## src/rtl/reg_file_pkg.sv

```systemverilog
// Shared constants and helpers for the reg_file_sb register file.
//   XLEN_DEF / NREGS_DEF / NREAD_DEF : default parameter values
//   addr_width()                     : register-address width for a register count
//   err_cause_e                      : first protocol violation seen, for the debug monitor
package reg_file_pkg;

  localparam int XLEN_DEF  = 32;
  localparam int NREGS_DEF = 32;
  localparam int NREAD_DEF = 2;

  function automatic int addr_width(input int nregs);
    return (nregs <= 2) ? 1 : $clog2(nregs);
  endfunction

  typedef enum logic [1:0] {
    ERR_NONE    = 2'd0,
    ERR_WAW     = 2'd1,  // issue to a register that is already busy
    ERR_W1_IDLE = 2'd2,  // long-latency return to a register that is not busy
    ERR_COLLIDE = 2'd3   // W0 and W1 target the same register in one cycle
  } err_cause_e;

endpackage

```

## src/rtl/reg_file_sb_if.sv

```systemverilog
// Bus bundle of reg_file_sb: read ports, both write ports, issue port, debug
// port and the scoreboard status outputs. The master side (pipeline / bench)
// drives addresses, enables and write data; the slave side (the register file)
// drives read data, busy information and the error flag.
// Handshake note: there is no valid/ready pair; every *_EN is a single-cycle
// qualifier sampled at the rising clock edge, and the register file can never
// push back. Decode is expected to stall on RBUSY instead.
interface reg_file_sb_if
  import reg_file_pkg::*;
#(
  parameter int XLEN  = XLEN_DEF,
  parameter int NREGS = NREGS_DEF,
  parameter int NREAD = NREAD_DEF
) ();
  localparam int AW = addr_width(NREGS);

  logic [NREAD*AW-1:0]   RADDR;
  logic [NREAD*XLEN-1:0] RDATA;
  logic [NREAD-1:0]      RBUSY;
  logic                  W0_EN;
  logic [AW-1:0]         W0_ADDR;
  logic [XLEN-1:0]       W0_DATA;
  logic                  W1_EN;
  logic [AW-1:0]         W1_ADDR;
  logic [XLEN-1:0]       W1_DATA;
  logic                  ISSUE_EN;
  logic [AW-1:0]         ISSUE_ADDR;
  logic [AW:0]           BUSY_COUNT;
  logic                  ERR;
  err_cause_e            ERR_CAUSE;
  logic [AW-1:0]         DEBUG_ADDR;
  logic [XLEN-1:0]       DEBUG_DATA;
  logic [NREGS-1:0]      DEBUG_BUSY;

  modport master (
    output RADDR, W0_EN, W0_ADDR, W0_DATA, W1_EN, W1_ADDR, W1_DATA,
           ISSUE_EN, ISSUE_ADDR, DEBUG_ADDR,
    input  RDATA, RBUSY, BUSY_COUNT, ERR, ERR_CAUSE, DEBUG_DATA, DEBUG_BUSY
  );

  modport slave (
    input  RADDR, W0_EN, W0_ADDR, W0_DATA, W1_EN, W1_ADDR, W1_DATA,
           ISSUE_EN, ISSUE_ADDR, DEBUG_ADDR,
    output RDATA, RBUSY, BUSY_COUNT, ERR, ERR_CAUSE, DEBUG_DATA, DEBUG_BUSY
  );
endinterface

```

## src/rtl/reg_scoreboard.sv

```systemverilog
// Busy tracking for long-latency destinations.
//   clk_i, rst_i          : clock, asynchronous active-high reset
//   issue_en_i/addr_i     : long-latency op issued, sets busy
//   w1_en_i/addr_i        : long-latency return, clears busy
//   w0_en_i/addr_i        : pipeline writeback, only used for collision detect
//   busy_o, count_o       : busy vector and its population count
//   err_o, err_cause_o    : sticky violation flag and the first cause seen
module reg_scoreboard
  import reg_file_pkg::*;
#(
  parameter int NREGS    = NREGS_DEF,
  parameter int ZERO_REG = 1,
  parameter int AW       = addr_width(NREGS)
) (
  input  logic             clk_i,
  input  logic             rst_i,
  input  logic             issue_en_i,
  input  logic [AW-1:0]    issue_addr_i,
  input  logic             w1_en_i,
  input  logic [AW-1:0]    w1_addr_i,
  input  logic             w0_en_i,
  input  logic [AW-1:0]    w0_addr_i,
  output logic [NREGS-1:0] busy_o,
  output logic [AW:0]      count_o,
  output logic             err_o,
  output err_cause_e       err_cause_o
);
  logic [NREGS-1:0] busy_q, busy_d;
  logic [AW:0]      count_q, count_d;
  logic             err_q, err_d;
  err_cause_e       cause_q, cause_d;

  logic iss, clr, wr0, inc, dec, waw, idle, coll;

  always_comb begin
    // Accesses to x0 are dropped before they reach any bookkeeping.
    iss  = issue_en_i && !((ZERO_REG != 0) && (issue_addr_i == '0));
    clr  = w1_en_i    && !((ZERO_REG != 0) && (w1_addr_i    == '0));
    wr0  = w0_en_i    && !((ZERO_REG != 0) && (w0_addr_i    == '0));

    busy_d = busy_q;
    if (clr) busy_d[w1_addr_i]    = 1'b0;
    if (iss) busy_d[issue_addr_i] = 1'b1;  // set wins over a same-cycle clear

    inc  = iss && !busy_q[issue_addr_i];
    dec  = clr &&  busy_q[w1_addr_i] && !(iss && (issue_addr_i == w1_addr_i));
    // Re-issuing a register whose result returns this very cycle is legal.
    waw  = iss &&  busy_q[issue_addr_i] && !(clr && (w1_addr_i == issue_addr_i));
    idle = clr && !busy_q[w1_addr_i];
    coll = wr0 && clr && (w0_addr_i == w1_addr_i);

    count_d = count_q + {{AW{1'b0}}, inc} - {{AW{1'b0}}, dec};

    err_d   = err_q | coll | waw | idle;
    cause_d = cause_q;
    if (!err_q) begin
      if (coll)      cause_d = ERR_COLLIDE;
      else if (waw)  cause_d = ERR_WAW;
      else if (idle) cause_d = ERR_W1_IDLE;
    end
  end

  always_ff @(posedge clk_i or posedge rst_i) begin
    if (rst_i) begin
      busy_q  <= '0;
      count_q <= '0;
      err_q   <= 1'b0;
      cause_q <= ERR_NONE;
    end else begin
      busy_q  <= busy_d;
      count_q <= count_d;
      err_q   <= err_d;
      cause_q <= cause_d;
    end
  end

  assign busy_o      = busy_q;
  assign count_o     = count_q;
  assign err_o       = err_q;
  assign err_cause_o = cause_q;
endmodule

```

## src/rtl/reg_file_sb.sv

```systemverilog
// Multi-port integer register file with long-latency scoreboard.
//   CLK, RESET : clock, asynchronous active-high reset
//   bus        : reg_file_sb_if slave port -- NREAD combinational read ports
//                with optional same-cycle bypass (W0 > W1 > stored), pipeline
//                writeback W0, long-latency return W1, issue port, busy/error
//                status and an unbypassed debug read port.
module reg_file_sb
  import reg_file_pkg::*;
#(
  parameter int XLEN     = XLEN_DEF,
  parameter int NREGS    = NREGS_DEF,
  parameter int NREAD    = NREAD_DEF,
  parameter int BYPASS   = 1,
  parameter int ZERO_REG = 1
) (
  input logic          CLK,
  input logic          RESET,
  reg_file_sb_if.slave bus
);
  localparam int AW = addr_width(NREGS);

  logic [XLEN-1:0]  mem_q [NREGS];
  logic [NREGS-1:0] busy;
  logic             wr0, wr1;

  assign wr0 = bus.W0_EN && !((ZERO_REG != 0) && (bus.W0_ADDR == '0));
  assign wr1 = bus.W1_EN && !((ZERO_REG != 0) && (bus.W1_ADDR == '0));

  // W0 wins a same-address collision; the scoreboard flags it.
  always_ff @(posedge CLK or posedge RESET) begin
    if (RESET) begin
      for (int r = 0; r < NREGS; r++) mem_q[r] <= '0;
    end else begin
      if (wr1) mem_q[bus.W1_ADDR] <= bus.W1_DATA;
      if (wr0) mem_q[bus.W0_ADDR] <= bus.W0_DATA;
    end
  end

  reg_scoreboard #(
    .NREGS    (NREGS),
    .ZERO_REG (ZERO_REG),
    .AW       (AW)
  ) u_sb (
    .clk_i        (CLK),
    .rst_i        (RESET),
    .issue_en_i   (bus.ISSUE_EN),
    .issue_addr_i (bus.ISSUE_ADDR),
    .w1_en_i      (bus.W1_EN),
    .w1_addr_i    (bus.W1_ADDR),
    .w0_en_i      (bus.W0_EN),
    .w0_addr_i    (bus.W0_ADDR),
    .busy_o       (busy),
    .count_o      (bus.BUSY_COUNT),
    .err_o        (bus.ERR),
    .err_cause_o  (bus.ERR_CAUSE)
  );

  for (genvar k = 0; k < NREAD; k++) begin : g_rd
    logic [AW-1:0]   rd_addr;
    logic [XLEN-1:0] rd_data;
    logic            w1_hit;

    assign rd_addr = bus.RADDR[k*AW +: AW];
    assign w1_hit  = (BYPASS != 0) && wr1 && (bus.W1_ADDR == rd_addr);

    always_comb begin
      rd_data = mem_q[rd_addr];
      if (w1_hit) rd_data = bus.W1_DATA;
      if ((BYPASS != 0) && wr0 && (bus.W0_ADDR == rd_addr)) rd_data = bus.W0_DATA;
      if ((ZERO_REG != 0) && (rd_addr == '0)) rd_data = '0;
    end

    assign bus.RDATA[k*XLEN +: XLEN] = rd_data;
    // A result returning this cycle is already forwarded, so don't stall on it.
    assign bus.RBUSY[k] = busy[rd_addr] & ~w1_hit;
  end

  assign bus.DEBUG_BUSY = busy;
  assign bus.DEBUG_DATA = mem_q[bus.DEBUG_ADDR];
endmodule

```

## src/flat_wrapper.sv

```systemverilog
// flat-port wrapper written by rule: the top's interface ports become plain ports
module reg_file_sb_flat import reg_file_pkg::*;
#(
  parameter int XLEN     = XLEN_DEF,
  parameter int NREGS    = NREGS_DEF,
  parameter int NREAD    = NREAD_DEF,
  parameter int BYPASS   = 1,
  parameter int ZERO_REG = 1
)
  (CLK, RESET, bus_RADDR, bus_W0_EN, bus_W0_ADDR, bus_W0_DATA, bus_W1_EN, bus_W1_ADDR, bus_W1_DATA, bus_ISSUE_EN, bus_ISSUE_ADDR, bus_DEBUG_ADDR, bus_RDATA, bus_RBUSY, bus_BUSY_COUNT, bus_ERR, bus_ERR_CAUSE, bus_DEBUG_DATA, bus_DEBUG_BUSY);
  reg_file_sb_if #(.XLEN(XLEN), .NREGS(NREGS), .NREAD(NREAD)) bus_i ();
  input logic CLK;
  input logic RESET;
  input wire logic [$bits(bus_i.RADDR)-1:0] bus_RADDR;
  input wire logic [$bits(bus_i.W0_EN)-1:0] bus_W0_EN;
  input wire logic [$bits(bus_i.W0_ADDR)-1:0] bus_W0_ADDR;
  input wire logic [$bits(bus_i.W0_DATA)-1:0] bus_W0_DATA;
  input wire logic [$bits(bus_i.W1_EN)-1:0] bus_W1_EN;
  input wire logic [$bits(bus_i.W1_ADDR)-1:0] bus_W1_ADDR;
  input wire logic [$bits(bus_i.W1_DATA)-1:0] bus_W1_DATA;
  input wire logic [$bits(bus_i.ISSUE_EN)-1:0] bus_ISSUE_EN;
  input wire logic [$bits(bus_i.ISSUE_ADDR)-1:0] bus_ISSUE_ADDR;
  input wire logic [$bits(bus_i.DEBUG_ADDR)-1:0] bus_DEBUG_ADDR;
  output wire logic [$bits(bus_i.RDATA)-1:0] bus_RDATA;
  output wire logic [$bits(bus_i.RBUSY)-1:0] bus_RBUSY;
  output wire logic [$bits(bus_i.BUSY_COUNT)-1:0] bus_BUSY_COUNT;
  output wire logic [$bits(bus_i.ERR)-1:0] bus_ERR;
  output wire logic [$bits(bus_i.ERR_CAUSE)-1:0] bus_ERR_CAUSE;
  output wire logic [$bits(bus_i.DEBUG_DATA)-1:0] bus_DEBUG_DATA;
  output wire logic [$bits(bus_i.DEBUG_BUSY)-1:0] bus_DEBUG_BUSY;
  assign bus_i.RADDR = bus_RADDR;
  assign bus_i.W0_EN = bus_W0_EN;
  assign bus_i.W0_ADDR = bus_W0_ADDR;
  assign bus_i.W0_DATA = bus_W0_DATA;
  assign bus_i.W1_EN = bus_W1_EN;
  assign bus_i.W1_ADDR = bus_W1_ADDR;
  assign bus_i.W1_DATA = bus_W1_DATA;
  assign bus_i.ISSUE_EN = bus_ISSUE_EN;
  assign bus_i.ISSUE_ADDR = bus_ISSUE_ADDR;
  assign bus_i.DEBUG_ADDR = bus_DEBUG_ADDR;
  assign bus_RDATA = bus_i.RDATA;
  assign bus_RBUSY = bus_i.RBUSY;
  assign bus_BUSY_COUNT = bus_i.BUSY_COUNT;
  assign bus_ERR = bus_i.ERR;
  assign bus_ERR_CAUSE = bus_i.ERR_CAUSE;
  assign bus_DEBUG_DATA = bus_i.DEBUG_DATA;
  assign bus_DEBUG_BUSY = bus_i.DEBUG_BUSY;
  reg_file_sb #(.XLEN(XLEN), .NREGS(NREGS), .NREAD(NREAD), .BYPASS(BYPASS), .ZERO_REG(ZERO_REG)) u_core (.CLK(CLK), .RESET(RESET), .bus(bus_i));
endmodule
```

## config.mk

```make
export PLATFORM = sky130hd
export DESIGN_NAME = reg_file_sb_flat
export DESIGN_NICKNAME = d
export VERILOG_FILES = /design/src/rtl/reg_file_pkg.sv /design/src/rtl/reg_file_sb_if.sv /design/src/rtl/reg_scoreboard.sv /design/src/rtl/reg_file_sb.sv /design/src/flat_wrapper.sv
export SDC_FILE = /design/constraint.sdc
export NUM_CORES = 2
export LEC_CHECK = 0
export CORE_MARGIN = 1.5
export CORE_UTILIZATION = 35
export CTS_CLUSTER_DIAMETER = 60
export DETAILED_ROUTE_END_ITERATION = 10
export GPL_TIMING_DRIVEN = 0
export HOLD_SLACK_MARGIN = 0.03
export MAX_ROUTING_LAYER = met4
export PLACE_DENSITY = 0.51
export SKIP_CTS_REPAIR_TIMING = 1
export SYNTH_ARGS = -nofsm -noshare
export SYNTH_HDL_FRONTEND = slang
export SYNTH_HIERARCHICAL = 1
export SYNTH_SLANG_ARGS = --single-unit
```

## constraint.sdc

```tcl
create_clock -name CLK -period 53.1 [get_ports CLK]
set_input_delay 5.31 -clock CLK [delete_from_list [all_inputs] [get_ports CLK]]
set_output_delay 5.31 -clock CLK [all_outputs]
set_load 0.05 [all_outputs]
```

### Word-level counts from Yosys, hierarchy flattened

Index checks and enable logic that the tools add are counted.
W data, S select, Z words.

* register bits: 1065
* input bits: 99
* output and inout port bits: 139
* word-level logic and storage cells: 149

* add/sub/neg operators: 2
* magnitude comparators: 13
* equality and inequality tests: 7
* multiplexer cells: 40
* bitwise operators: 16
* reduce and logical (&&, ||, !) cells: 35

Operators by type and width (number)
* $bwmux W1024: 2
* $mux W1024: 2
* $mux W32: 16
* $bmux W32 S5: 3
* $demux W32 S5: 2
* $eq A5 B5 Y1: 7
* $and A32 B32 Y32: 1
* $not A32 Y32: 1
* $or A32 B32 Y32: 1
* $ge A6 B6 Y1 const B: 5
* $not A5 Y6: 5
* $logic_not A5 Y1: 5
* $lt A5 B6 Y1 const B: 4
* $logic_and A1 B1 Y1: 21
* $bmux W1 S5: 4
* $lt A6 B1 Y1 const B: 2
* $demux W1 S5: 2
* $ge A5 B1 Y1 const B: 2
* $logic_not A1 Y1: 7
* $add A6 B1 Y6: 1
* $mux W1: 6
* $mux W2: 3
* $sub A6 B1 Y6: 1
* $not A1 Y1: 3
* other kinds (4): 7

### Logic depth before layout (Yosys ltp)

* depth in word-level cells: 9
* depth in mapped cells: 14

### Cells and area by module

The synthesis kept the hierarchy.

Modules (own cells, without submodules)
* reg_file_sb: instances 1, cells each 6633, area an instance 73500.5 um^2
* reg_scoreboard: instances 1, cells each 276, area an instance 2601.2 um^2

### Worst setup path before layout

OpenSTA, ideal clock, no wires.

* path kind: in2out
* start: in bus_W0_ADDR[0]
* end: out bus_RDATA[28]
* arrival time: 7901 ps
* data required time: 47790 ps
* path slack: 39889 ps
* stages on the path: 10
* path buffers: 4
* path through: buf_2 or2_1 buf_2 o21ai_2 or4_1 clkbuf_1 nand2_1 buf_4 a2111oi_0 nor3_1

* cells in the longest elaborated chain, start to end: 6
* elaborated cells between the ends (all ways): 7
* those cells by class: eq/ne (1); mux (2); reduce/logical (4)

RTL lines
* from (decl): line flat_wrapper.sv:16 `input wire logic [$bits(bus_i.W0_ADDR)-1:0] bus_W0_ADDR;`
* $logic_not A5 Y1: line reg_file_sb.sv:26 `assign wr0 = bus.W0_EN && !((ZERO_REG != 0) && (bus.W0_ADDR == '0));`
* $logic_not A1 Y1: line reg_file_sb.sv:26
* $logic_and A1 B1 Y1: line reg_file_sb.sv:26
* $logic_and A1 B1 Y1 (*): line reg_file_sb.sv:69 `if ((BYPASS != 0) && wr0 && (bus.W0_ADDR == rd_addr)) rd_data = bus.W0_DATA;`
* $mux W32 (*): line reg_file_sb.sv:69
* $mux W32 (*): line reg_file_sb.sv:70 `if ((ZERO_REG != 0) && (rd_addr == '0)) rd_data = '0;`
* to (decl): line flat_wrapper.sv:24 `output wire logic [$bits(bus_i.RDATA)-1:0] bus_RDATA;`

Mark *: on every way between the ends. The rest lies on a longest branch, timed or not.

### Final worst setup path

* start: in bus_RADDR[2]
* end: out bus_RDATA[8]

* cells in the longest elaborated chain, start to end: 7
* elaborated cells between the ends (all ways): 12
* those cells by class: eq/ne (2); mux (6); bitwise (1); reduce/logical (3)

RTL lines
* from (decl): line flat_wrapper.sv:14 `input wire logic [$bits(bus_i.RADDR)-1:0] bus_RADDR;`
* $not A5 Y6 (not written as such): line reg_file_sb.sv:67 `rd_data = mem_q[rd_addr];`
* $bmux W32 S5: line reg_file_sb.sv:67
* $mux W32 (not written as such) (2 in a row): line reg_file_sb.sv:67
* $mux W32: line reg_file_sb.sv:68 `if (w1_hit) rd_data = bus.W1_DATA;`
* $mux W32: line reg_file_sb.sv:69
* $mux W32 (*): line reg_file_sb.sv:70

Mark *: on every way between the ends. The rest lies on a longest branch, timed or not. The select of a mux whose other input is x is not followed.

==> run_results.csv <==
group,metric,value,unit
synth,synth_cell_type_count,70,
detailed_routing,wl_per_cell,50.01,um
clock_tree,htreeDepth,4,
synth,async_reset_ff_frac,1.000,
timing,max_clock_freq,0.05792,GHz
pwr,pwr-share-seq,0.350,
timing,tns,0,ps
synth,syn_nets,7015,
timing,setup_slack,35840,ps
flow_run,drv_cap,12,
synth,synth.avg_cell_area,11.01,um^2
pwr,leakage,34.61,nW
setup_path,cp.arrival,11950,ps
clock_tree,clockRootBuffer,"clkbuf_16",
status,status,"finished with violations",
detailed_routing,ant_nets,0,
detailed_routing,dr_wl_met3,62.45,mm
detailed_routing,wl_met2,214.2,mm
timing,maxSlewViolCount,83,
placement,dp_hpwl,408.0,mm
synth,yosysWarnings,6,
timing,setup_viol_count_final,0,
status,violations,"capacitance limit, slew limit",
pwr,ir_worst_vdd,0.00003461,V
finish,drive_gt1_frac,0.2043,
setup_path,crit_type,"in2out",
floorplan,io_pins,238,
global_routing,grt.total_usage,0.4695,
pwr,pwr-share-comb,0.359,
synth,synth_edf_count,0,
floorplan,core,215300,um^2
floorplan,row_count,170,
global_routing,antenna_found_initial,51,
setup_path,ff2ff_setup_slack,49660,ps
synth,yosysSeqAreaShare,0.3502,
timing,finalHoldViolations,0,
clock_tree,cts_buffers,153,
clock_tree,cts_tree,"built",
finish,nFillCells,21020,
synth,yosysTopAreaCellShare,0.3502,
clock_tree,clkSlewWorstSetupHoldPaths,50,ps
clock_tree,cts.sinks,1065,
finish,multiInputGateArea,45650,um^2
detailed_routing,wl,513.8,mm
detailed_routing,top_layer,"met4",
placement,gp_congestion,1.082,
finish,regArea,26650,um^2
pwr,intPower,2.218,mW
timing,fin_crit_sh,0.3251,
floorplan,die_area,220200,um^2
finish,nNetsFinal,7376,
pwr,clkPwrFrac,0.291,
placement,portBuffers,171,
clock_tree,cts.path.max_buffers,3,
detailed_routing,drt_iter0_markers,11700,
synth,ys.flop_type,"dfrtp_1",
timing,tightest_slew,1657,ps
clock_tree,clock_latency,840,ps
synth,ys_ff_latch,1065,
detailed_routing,drc_errors,0,
detailed_routing,avgViaCountPerCell,6.829,
detailed_routing,dr_total_vias,70160,
finish,post-route-util,0.4066,
floorplan,dieWidth,469.3,um
setup_path,worstPathRequired,47790,ps
setup_path,crit_fanout,12,
pwr,switching_power,1.508,mW
detailed_routing,drt_first_pass_iters,8,
synth,syn_inst,6909,
global_routing,grt_pass1_vias,65650,
global_routing,grt_max_degree,118,
global_routing,grt_pass1_wl,661.2,mm
setup_path,endpoint_kind,"primary output",
detailed_routing,wl_met1,196.8,mm
floorplan,fp.dieH,469.3,um
hold_path,min_path_type,"reg2reg",
pwr,p_per_area,42.56,nW/um^2
pwr,swShare,0.4047,
timing,slew_headroom,-0.1332,
setup_path,start_kind,"primary input",
synth,netlist_area,76100,um^2
timing,grt_setup_unrepaired,"no",
placement,place_ws,35930,ps
synth,synth_area_leaders,"dfrtp_1 35%, mux4_2 26%, mux2i_1 15%",
finish,area_growth,15.02,%
timing,clock_skew,13.09,ps
global_routing,overflow,0,
floorplan,start_util,0.3535,
timing,period_minus_slack,17260,ps
synth,yosysTopAreaCell,"dfrtp_1",
[layer usage]
metal  track usage  up-vias
met2        0.6466     5314
met4        0.3027        0
met3        0.1647     1208
met5             -        -
met1        0.5813    36840
li1              -    26800
[cells in the final DEF, fill, tap and decap left out, drive strengths merged, types with 21 or more instances in the layout]
cell,synthesis,layout
a211oi,53,53
a21oi,775,775
a31oi,29,29
buf,334,366
clkbuf,570,777
clkdlybuf4s50,0,171
clkinv,0,42
dfrtp,1065,1065
diode,0,38
inv,13,27
mux2,50,50
mux2i,1133,1133
mux4,862,862
nand2,474,474
nand3,58,58
nor2,625,625
nor2b,72,72
nor3,47,47
o21ai,453,453
o221a,44,44
o22ai,49,49
xor2,21,21
[kinds of logic (layout without fill, tap and decap cells)]
group,Yosys count,in the layout,synth area share
fa+ha+maj,7,7,0.001250
xor+xnor,34,34,0.003913
buf+inv,917,1405,0.05033
compound gates,1481,1481,0.1078
simple gates,1360,1360,0.07492
other cells,0,38,0
flops,1065,1065,0.3502
mux,2045,2045,0.4116
[through the flow]
| step | hold slack [ps] | total power, mW | instances | area, um^2 |
|---|---|---|---|---|
| floorplan | 458.0 | 1.996 | 6909 | 76100 |
| global placement | 470.2 | 2.541 | 9918 | 81360 |
| detailed placement | 485.4 | 2.565 | 9948 | 82120 |
| CTS | 500.9 | 3.655 | 10230 | 87350 |
| global route | 522.7 | 3.804 | 10260 | 87510 |
| finish | 492.9 | 3.725 | 10270 | 87530 |
[flip-flops by register name (all words and copies together), names as in the netlist]
signal	count
u_core/u_sb/err_cause_o	2
u_core/u_sb/err_o	1
u_core/u_sb/busy_o	32
u_core/u_sb/count_o	6
u_core/mem_q	1024
[cell usage after synthesis, drive strengths merged, types with 15 or more instances]
cell type,n
clkbuf,570
nand3,58
a22oi,18
xor2,21
mux2,50
a2111oi,18
a211oi,53
buf,334
o21ai,453
nand2b,15
nor3,47
nand2,474
o221a,44
nor2,625
a31oi,29
nor2b,72
mux2i,1133
mux4,862
a21oi,775
o22ai,49
dfrtp,1065
[layout make-up]
class | count | share of cell area
well taps | 2838 | 0.04057
repair buffers | 206 | 0.02799
multi-input cells | 4927 | 0.5215
clock inverters | 78 | 0.01056
plain buffers | 904 | 0.04390
diodes | 38 | 0.001086
flip-flops and latches | 1065 | 0.3045
inverters | 13 | 0.0006432
clock buffers | 204 | 0.04924
[worst max-delay path, cell delays in order]
cell and delay [ps]:
clkdlybuf4s50_1 700, buf_2 600, buf_2 980, buf_2 840
clkbuf_1 580, a211oi_1 90, a211oi_1 890, o22ai_1 210
a21oi_1 710, clkdlybuf4s50_1 950
[worst paths after layout]
check | startpoint | endpoint | depth (start not counted)
hold / removal | u_core/u_sb/err_cause_o[1] | u_core/u_sb/err_cause_o[1] | 1
max in group asynchronous | RESET | u_core/mem_q[880] | 5
hold reg to reg | u_core/u_sb/err_cause_o[1] | u_core/u_sb/err_cause_o[1] | 1
min in group asynchronous | RESET | u_core/mem_q[695] | 2
setup reg to reg | u_core/u_sb/busy_o[28] | u_core/u_sb/count_o[4] | 11
setup / recovery | bus_RADDR[2] | bus_RDATA[8] | 10
[power by group through the flow]
stage	Combinational [mW]	Clock, mW	Sequential, mW
3_3_place_gp	1.26	0	1.28
3_5_place_dp	1.27	0	1.29
4_1_cts	1.28	1.09	1.28
2_1_floorplan	0.790	0	1.21
5_1_grt	1.36	1.12	1.32
6_report	1.34	1.08	1.31
No activity file was read; power rests on OpenSTA's default activity.
